[config.mk]
export PLATFORM = sky130hd
export DESIGN_NAME = latch_load_sequencer
export DESIGN_NICKNAME = d
export VERILOG_FILES = /design/src/rtl/latch_load_sequencer.sv
export SDC_FILE = /design/constraint.sdc
export NUM_CORES = 1
export LEC_CHECK = 0
export CELL_PAD_IN_SITES_DETAIL_PLACEMENT = 0
export CELL_PAD_IN_SITES_GLOBAL_PLACEMENT = 1
export CORE_MARGIN = 3
export CORE_UTILIZATION = 43
export DETAILED_ROUTE_END_ITERATION = 16
export GPL_TIMING_DRIVEN = 0
export PLACE_DENSITY = 0.87
export SLEW_MARGIN = 30
export SYNTH_ARGS = -nofsm -noshare
export SYNTH_HDL_FRONTEND = slang
export SYNTH_SLANG_ARGS = --single-unit
export TNS_END_PERCENT = 30
[constraint.sdc]
create_clock -name clk -period 4.46 [get_ports clk]
set_clock_uncertainty 0.15 [all_clocks]
set_input_delay 0.892 -clock clk [delete_from_list [all_inputs] [get_ports clk]]
set_output_delay 0.892 -clock clk [all_outputs]
set_load 0.02 [all_outputs]
[src/rtl/latch_load_sequencer.sv]
// Drives a gated D latch bank: synchronises and debounces a raw load request,
// snapshots the raw data bus, and frames it with a registered enable pulse.
module latch_load_sequencer #(
    parameter int WIDTH        = 4,
    parameter int DEBOUNCE_CYC = 8,
    parameter int EN_CYC       = 2
) (
    input  logic             clk,
    input  logic             rst_n,
    input  logic             raw_req,
    input  logic [WIDTH-1:0] raw_d,
    output logic [WIDTH-1:0] d_out,
    output logic             e_out,
    output logic             busy,
    output logic [7:0]       load_cnt,
    output logic [2:0]       state_dbg
);

    localparam int DB_W = (DEBOUNCE_CYC > 2) ? $clog2(DEBOUNCE_CYC) : 1;
    localparam int EN_W = (EN_CYC > 1) ? $clog2(EN_CYC) : 1;
    localparam logic [DB_W-1:0] DB_LAST = DB_W'(DEBOUNCE_CYC - 1);
    localparam logic [EN_W-1:0] EN_LAST = EN_W'(EN_CYC - 1);

    typedef enum logic [2:0] {
        ST_IDLE  = 3'd0,
        ST_SETUP = 3'd1,
        ST_EN    = 3'd2,
        ST_HOLD  = 3'd3,
        ST_WAIT  = 3'd4
    } state_t;

    state_t            state, state_nxt;
    logic              req_s1, req_s2, req_db;
    logic [WIDTH-1:0]  d_s1, d_s2;
    logic [DB_W-1:0]   db_cnt;
    logic [EN_W-1:0]   en_cnt, en_cnt_nxt;
    logic [WIDTH-1:0]  d_nxt;
    logic              e_nxt;
    logic [7:0]        cnt_nxt;

    always_ff @(posedge clk or negedge rst_n) begin
        if (!rst_n) begin
            req_s1 <= 1'b0;
            req_s2 <= 1'b0;
            d_s1   <= '0;
            d_s2   <= '0;
        end else begin
            req_s1 <= raw_req;
            req_s2 <= req_s1;
            d_s1   <= raw_d;
            d_s2   <= d_s1;
        end
    end

    // The counter only runs while the synced level disagrees with req_db, so it
    // counts consecutive differing samples and can never pass DB_LAST.
    always_ff @(posedge clk or negedge rst_n) begin
        if (!rst_n) begin
            db_cnt <= '0;
            req_db <= 1'b0;
        end else if (req_s2 == req_db) begin
            db_cnt <= '0;
        end else if (db_cnt == DB_LAST) begin
            db_cnt <= '0;
            req_db <= req_s2;
        end else begin
            db_cnt <= db_cnt + DB_W'(1);
        end
    end

    always_ff @(posedge clk or negedge rst_n) begin
        if (!rst_n) begin
            state    <= ST_IDLE;
            en_cnt   <= '0;
            d_out    <= '0;
            e_out    <= 1'b0;
            load_cnt <= '0;
        end else begin
            state    <= state_nxt;
            en_cnt   <= en_cnt_nxt;
            d_out    <= d_nxt;
            e_out    <= e_nxt;
            load_cnt <= cnt_nxt;
        end
    end

    // IDLE is only reachable with req_db low, so req_db high in IDLE is a rising edge.
    always_comb begin
        state_nxt = state;
        case (state)
            ST_IDLE:  if (req_db) state_nxt = ST_SETUP;
            ST_SETUP: state_nxt = ST_EN;
            ST_EN:    if (en_cnt == EN_LAST) state_nxt = ST_HOLD;
            ST_HOLD:  state_nxt = ST_WAIT;
            ST_WAIT:  if (!req_db) state_nxt = ST_IDLE;
            default:  state_nxt = ST_IDLE;
        endcase
    end

    always_comb begin
        d_nxt      = d_out;
        e_nxt      = (state_nxt == ST_EN);
        cnt_nxt    = load_cnt;
        en_cnt_nxt = '0;
        if (state == ST_IDLE && req_db) d_nxt = d_s2;
        if (state == ST_EN) en_cnt_nxt = en_cnt + EN_W'(1);
        if (state == ST_HOLD) cnt_nxt = load_cnt + 8'd1;
    end

    assign busy      = (state != ST_IDLE);
    assign state_dbg = state;

endmodule

# Yosys cells after proc, flatten, opt, wreduce, memory -nomap -nowiden
# Index checks and enable logic that the tools add are counted.
word_totals:
  register_bits: 31
  input_bits: 7
  out_inout_bits: 17
  elab_cells: 33
classes:
  addsub: 3
  eq_ne: 7
  n_mux: 7
  bitwise: 1
  reduce_logical: 4
ops:
  columns: ["cell", "count"]
  rows:
  - ["2-to-1 mux 3 bit", 5]
  - ["case mux 3 bit (5 select lines)", 1]
  - ["equality test 3 x 2 -> 1 bit, second input constant", 3]
  - ["adder 8 x 1 -> 8 bit, second input constant", 1]
  - ["equality test 3 bit, second input constant", 2]
  - ["adder 3 x 1 -> 3 bit, second input constant", 1]
  - ["equality test 3 x 1 -> 1 bit, second input constant", 1]
  - ["logical NOT 3 bit", 1]
  - ["nonzero test 3 bit", 1]
  - ["AND reduction 2 bit", 1]
  - ["adder 1 bit, second input constant", 1]
  - ["equality test 1 bit", 1]
  - ["logical AND 1 bit", 1]
  - ["2-to-1 mux 1 bit", 1]
  - ["NOT 1 bit", 1]

# Logic depth before layout (Yosys ltp)
# Gate-level depths: netlist of the first run.
depth:
  word_depth: 3
  mapped_depth: 4
  mapped_depth_nobuf: 4

# Worst setup path after synthesis of the first run
# Ideal clock, no wire load.
synth_timing:
  path_kind: "reg2out"
  startpoint: "register state[2] (netlist: state_dbg[2])"
  endpoint: "output busy"
  arrival_ps: 1167
  setup_slack_ps: 2251
  path_stages_with_launch: 3
  path_cell_list: "dfrtp_1 > buf_4 > or3_2"
synth_between:
  elab_chain_cells: 1
synth_rtl:
  columns: ["element", "line_no", "text"]
  rows:
  - ["start, declared", "32", "state_t state, state_nxt;"]
  - ["start signal, assigned", "79", "state <= state_nxt;"]
  - ["nonzero test 3 bit", "110", "assign busy = (state != ST_IDLE);"]
  - ["end, declared", "14", "output logic busy,"]
# No other way between the ends.

# Worst setup path after layout of the first run
# Ends and elaborated chain as after synthesis.

==> results of run 1 <==
## power by group through the flow
stage	clock network (mW)	logic, mW	registers [mW]
after floorplan	0	0.145	0.450
after global placement	0	0.321	0.402
after detailed placement	0	0.327	0.406
after CTS	0.156	0.328	0.402
after global routing	0.168	0.351	0.412
final	0.147	0.323	0.400
## logic make-up (layout without fill, tap and decap cells)
logic type	count (synthesis)	count (layout)	share of synthesized area
simple gates	23	23	0.1501
xor+xnor	9	9	0.06803
fa+ha+maj	3	3	0.03240
flops	31	31	0.6695
mux	6	6	0.05831
compound gates	2	2	0.01080
buf+inv	2	33	0.01080
## cell usage in the layout (no fill, tap or decap), types with 3 or more instances in the layout
| cell type | netlist | routed |
|---|---|---|
| dfrtp_1 | 31 | 31 |
| clkdlybuf4s50_1 | 0 | 22 |
| ha_1 | 3 | 3 |
| clkbuf_4 | 0 | 5 |
| nor2_1 | 3 | 3 |
| mux2_2 | 6 | 6 |
| nor3_1 | 4 | 4 |
| xor2_1 | 5 | 5 |
| xnor2_1 | 4 | 4 |
| nand2_1 | 4 | 4 |
## per-layer routing
metal  up-vias  GRT usage  share of wire
met5         -          0              0
met4         0    0.06954          0.022
met3         5    0.05122          0.052
met2        18     0.1774           0.47
met1       319     0.1502           0.45
li1        320          -              -
## final timing paths
path	to	from	cells after the start
worst max-delay path	busy	state_dbg[2]	3
worst min-delay path	req_s2	req_s1	0
worst max register to register	d_out[0]	state_dbg[1]	3
worst min register to register	req_s2	req_s1	0
max in group asynchronous	load_cnt[2]	rst_n	1
min in group asynchronous	load_cnt[7]	rst_n	1
## synthesized netlist by cell type
| library cell | count |
|---|---|
| nand2b_4 | 1 |
| nand3b_4 | 1 |
| mux2_2 | 6 |
| or2b_1 | 1 |
| nand2_1 | 4 |
| nand3_1 | 2 |
| nor3b_1 | 1 |
| nor4_4 | 1 |
| xor2_1 | 5 |
| nor2b_1 | 1 |
| ha_1 | 3 |
| a211oi_1 | 1 |
| nor3_1 | 4 |
| xnor2_1 | 4 |
| nor3_4 | 1 |
| or3_2 | 1 |
| nor4b_1 | 1 |
| o21ai_0 | 1 |
| buf_2 | 1 |
| dfrtp_1 | 31 |
| nand4b_1 | 1 |
| buf_4 | 1 |
| nor2_1 | 3 |
## final cells by class
type,instances,area (um2),area share
well taps,30,37.54,0.02551
multi-input cells,43,370.4,0.2517
clock inverters,1,5.005,0.003401
clock buffers,7,45.04,0.03061
plain buffers,2,12.51,0.008503
flip-flops and latches,31,775.7,0.5272
repair buffers,23,225.2,0.1531
## registers in the layout, indices dropped and copies added (netlist names), 3 cells and up
signal	flops
state_dbg	3
d_out	4
d_s2	4
db_cnt	3
d_s1	4
load_cnt	8
## stage by stage
stage                     cell area (um2)  std cells
after floorplan                      1159         76
after global placement               1426        129
after detailed placement             1421        129
after CTS                            1471        137
after global routing                 1471        137
final                                1471        137
## worst max-delay path, stage by stage (launching register included)
cell and delay [ps]:
dfrtp_1 380, buf_4 170, or3_2 460, clkdlybuf4s50_1 540
==> reports/summary.txt, run 1 <==
drt total wl: 1745 um
Net Switching: 0.2923 mW
reg-to-reg setup timing slack: 2910 ps
worst min path class: register to register
Placer Congestion: 0.6875
Final Cycle Share: 0.6525
Hold Vio Cnt, Final: 0
vias in the first global route: 644
Worst setup SP type: register
Core Box Area: 2522 um2
top cells by area, synth: dfrtp_1 (67%), mux2_2 (5.8%), xor2_1 (3.8%)
first-pass GRT wire length: 2939 um
DRC: 0
FF+latch count, synth: 31
Worst-Skew Late Latency: 310 ps
Power per Cell Area: 591.1 nW/um2
Vias: 662
die width: 57.91 um
Final WS setup: 1550 ps
DR WL/cell: 12.74 um
clock tree buffer depth: 2
pin count of the biggest net entering global routing: 32
FMAX: 0.3436 GHz
share of power burned in registers: 0.460
clock power share: 0.169
status: finished, final reports clean
Mean Syn Cell Area: 15.24 um2
Core Util, Final: 0.5833
die area: 3354 um2
share of layout cells above drive strength 1: 0.1869
Post-Syn Area: 1159 um2
Cells after Synth: 76
initial antenna violation count: 0
Unique masters post-synth: 23
Synth top area share: 0.6695
drt via density: 4.832
CP Class: register to output port
DRT Pass-1 Iters: 4
Leakage Power: 0.6987 nW
num ports: 24
Final nets: 116
# rows: 18
hold slack: 205.9 ps
hold_buf cts: 0
CTS H-Tree Depth: 2
required time worst endpoint: 3420 ps
Switching Fraction: 0.3361
clock sink total: 31
final-layout fill cell count: 230
slew at the pin closest to its max-slew limit: 646.2 ps
clock buffer count from CTS: 5
Slew HR: 0.5692
Tot GR Track Use: 0.1212
crit path capture type: output port
Starting Density: 0.4593
buffers added on ports: 23
setup TNS: 0 ps
total grt overflow: 0
Yosys top cell by area: dfrtp_1
sequential area share after synthesis: 0.6695
Post-CTS Setup Inserts: 0
CTS tree: yes
unrepaired setup endpoints after global routing: no
die height: 57.91 um
HPWL after DPL: 1213 um
fin. max-slew vios: 0
post-place setup slack: 1892 ps
CP max FO: 9
Pwr Total: 0.8698 mW
Arr. time, crit path: 1870 ps
Worst VDD drop: 331.9 uV
Final Setup Violations: 0
Worst-path clk slew: 90 ps
CTS Root Cell: clkbuf_4
max-cap violations: 0
YS warnings: 0
fin crit period: 2910 ps
Synthesized Nets: 86
number of antenna diodes: 0
post_cts resized: 0
DRT antenna net count: 0
initial drt markers: 7
internal power: 0.5775 mW
Synth-to-Final Area Change: 27.00%
combinational share of power: 0.371
(Power assumes the default switching activity.)
==> inputs of run 2 (changes only) <==
--- a/config.mk
+++ b/config.mk
@@ -8,10 +8,10 @@
 export CELL_PAD_IN_SITES_DETAIL_PLACEMENT = 0
 export CELL_PAD_IN_SITES_GLOBAL_PLACEMENT = 1
 export CORE_MARGIN = 3
-export CORE_UTILIZATION = 43
+export CORE_UTILIZATION = 40
 export DETAILED_ROUTE_END_ITERATION = 16
 export GPL_TIMING_DRIVEN = 0
-export PLACE_DENSITY = 0.87
+export PLACE_DENSITY = 0.82
 export SLEW_MARGIN = 30
 export SYNTH_ARGS = -nofsm -noshare
 export SYNTH_HDL_FRONTEND = slang
==> constraint.sdc (replaced) <==
create_clock -name clk -period 2.9 [get_ports clk]
set_clock_uncertainty 0.15 [all_clocks]
set_input_delay 0.58 -clock clk [delete_from_list [all_inputs] [get_ports clk]]
set_output_delay 0.58 -clock clk [all_outputs]
set_load 0.02 [all_outputs]
==> reports/summary.txt, run 2 (synthesis gave the netlist of run 1 again) <==
status: finished, final reports clean
met2 usage: 0.1651
setup TNS: 0 ps
DRC: 0
hold_buf cts: 0
number of antenna diodes: 0
clock sink total: 31
Power per Cell Area: 906.4 nW/um2
Final Setup Violations: 0
# rows: 18
clock tree buffer depth: 2
crit path capture type: output port
clock buffer count from CTS: 5
total grt overflow: 0
drt total wl: 1683 um
delay-heaviest family, CP: buffers and inverters
routing usage on met1: 0.1569
post_cts resized: 0
DRT antenna net count: 0
Worst Reg-to-Reg Cells: 3
met3 Use GR: 0.04536
vias in the first global route: 692
die area: 3578 um2
Post-CTS Setup Inserts: 0
Pwr Total: 1.334 mW
Placer Congestion: 0.6881
Tot GR Track Use: 0.1198
initial drt markers: 13
DR WL/cell: 12.28 um
Vias: 669
worst min path class: input pin to async pin
post-place setup slack: 644.5 ps
Buf/Inv on CP: 2
Worst-Skew Late Latency: 310 ps
Worst-path clk slew: 90 ps
most frequent cells in the layout: dfrtp_1 (31), clkdlybuf4s50_1 (22), mux2_2 (6)
crit-path cells: buf_4 -> or3_2 -> clkdlybuf4s50_1
Core Box Area: 2613 um2
buffers added on ports: 23
CP max FO: 9
Leakage Power: 0.6987 nW
fin crit period: 2593 ps
slew at the pin closest to its max-slew limit: 657.7 ps
FMAX: 0.3856 GHz
Worst VDD drop: 676.2 uV
Worst setup SP type: register
most common cell after layout, fill and taps aside: dfrtp_1
drt via density: 4.883
max reg flops: 8
unrepaired setup endpoints after global routing: no
pin count of the biggest net entering global routing: 32
Final nets: 116
CTS Root Cell: clkbuf_4
fin. max-slew vios: 0
first-pass GRT wire length: 3001 um
register with the most flip-flops: load_cnt
num ports: 24
max-cap violations: 0
Final Cycle Share: 0.8942
initial antenna violation count: 0
DRT Pass-1 Iters: 4
die width: 59.82 um
CTS tree: yes
share of layout cells above drive strength 1: 0.1869
Hold Vio Cnt, Final: 0
HPWL after DPL: 1183 um
Starting Density: 0.4435
Arr. time, crit path: 1860 ps
die height: 59.82 um
Final WS setup: 306.9 ps
CTS H-Tree Depth: 2
Synth-to-Final Area Change: 27.00%
required time worst endpoint: 2170 ps
most used routing layer: met2
Worst path depth: 3
CP Class: register to output port
Slew HR: 0.5615
Slowest cell on crit path: clkdlybuf4s50_1
CP peak stage delay: 540 ps
run 2: cell counts in the layout (fill, tap and decap cells not counted):
Identical to the previous run, type by type.
run 2: metrics by stage:
stage / std cells / instance area, um2 / hold slack, ps / utilization
after floorplan: 76 / 1159 / 134.4 / -
after global routing: 137 / 1471 / 162.1 / 0.5632
after global placement: 129 / 1426 / 182.7 / 0.5460
after CTS: 137 / 1471 / 142.5 / 0.5632
final: 137 / 1471 / 135.0 / 0.5632
after detailed placement: 129 / 1421 / 190.3 / 0.5441
run 2: where the power goes:
| group | switching, mW | internal (mW) | leakage, nW | total [mW] |
|---|---|---|---|---|
| Sequential | 0.0807 | 0.534 | 0.393 | 0.614 |
| Clock | 0.133 | 0.0943 | 0.0293 | 0.227 |
| Combinational | 0.232 | 0.260 | 0.276 | 0.492 |
| Total | 0.446 | 0.888 | 0.699 | 1.33 |
run 2: final timing paths:
check | from | end | slack (ps)
max | state_dbg[2] | busy | 310
min | rst_n | d_s1[1] | 130
max reg2reg | state_dbg[1] | d_out[0] | 1350
min reg2reg | req_s1 | req_s2 | 210
max in group asynchronous | rst_n | d_s1[0] | 2040
min in group clk | req_s1 | req_s2 | 210
run 2: layout make-up:
| cell class | instances | area [um2] |
|---|---|---|
| Sequential cell | 31 | 775.7 |
| Clock buffer | 7 | 45.04 |
| Buffer | 2 | 12.51 |
| Multi-Input combinational cell | 43 | 370.4 |
| Clock inverter | 1 | 5.005 |
| Timing Repair Buffer | 23 | 225.2 |
| Fill cell | 235 | 1141 |
| Tap cell | 30 | 37.54 |
run 2: layer usage:
layer / vias to the layer above / routed length, um / share of wire
met5: - / 0 / 0
met4: 0 / 48 / 0.029
met3: 8 / 98 / 0.058
met2: 21 / 737 / 0.44
met1: 321 / 798 / 0.47
li1: 319 / - / -
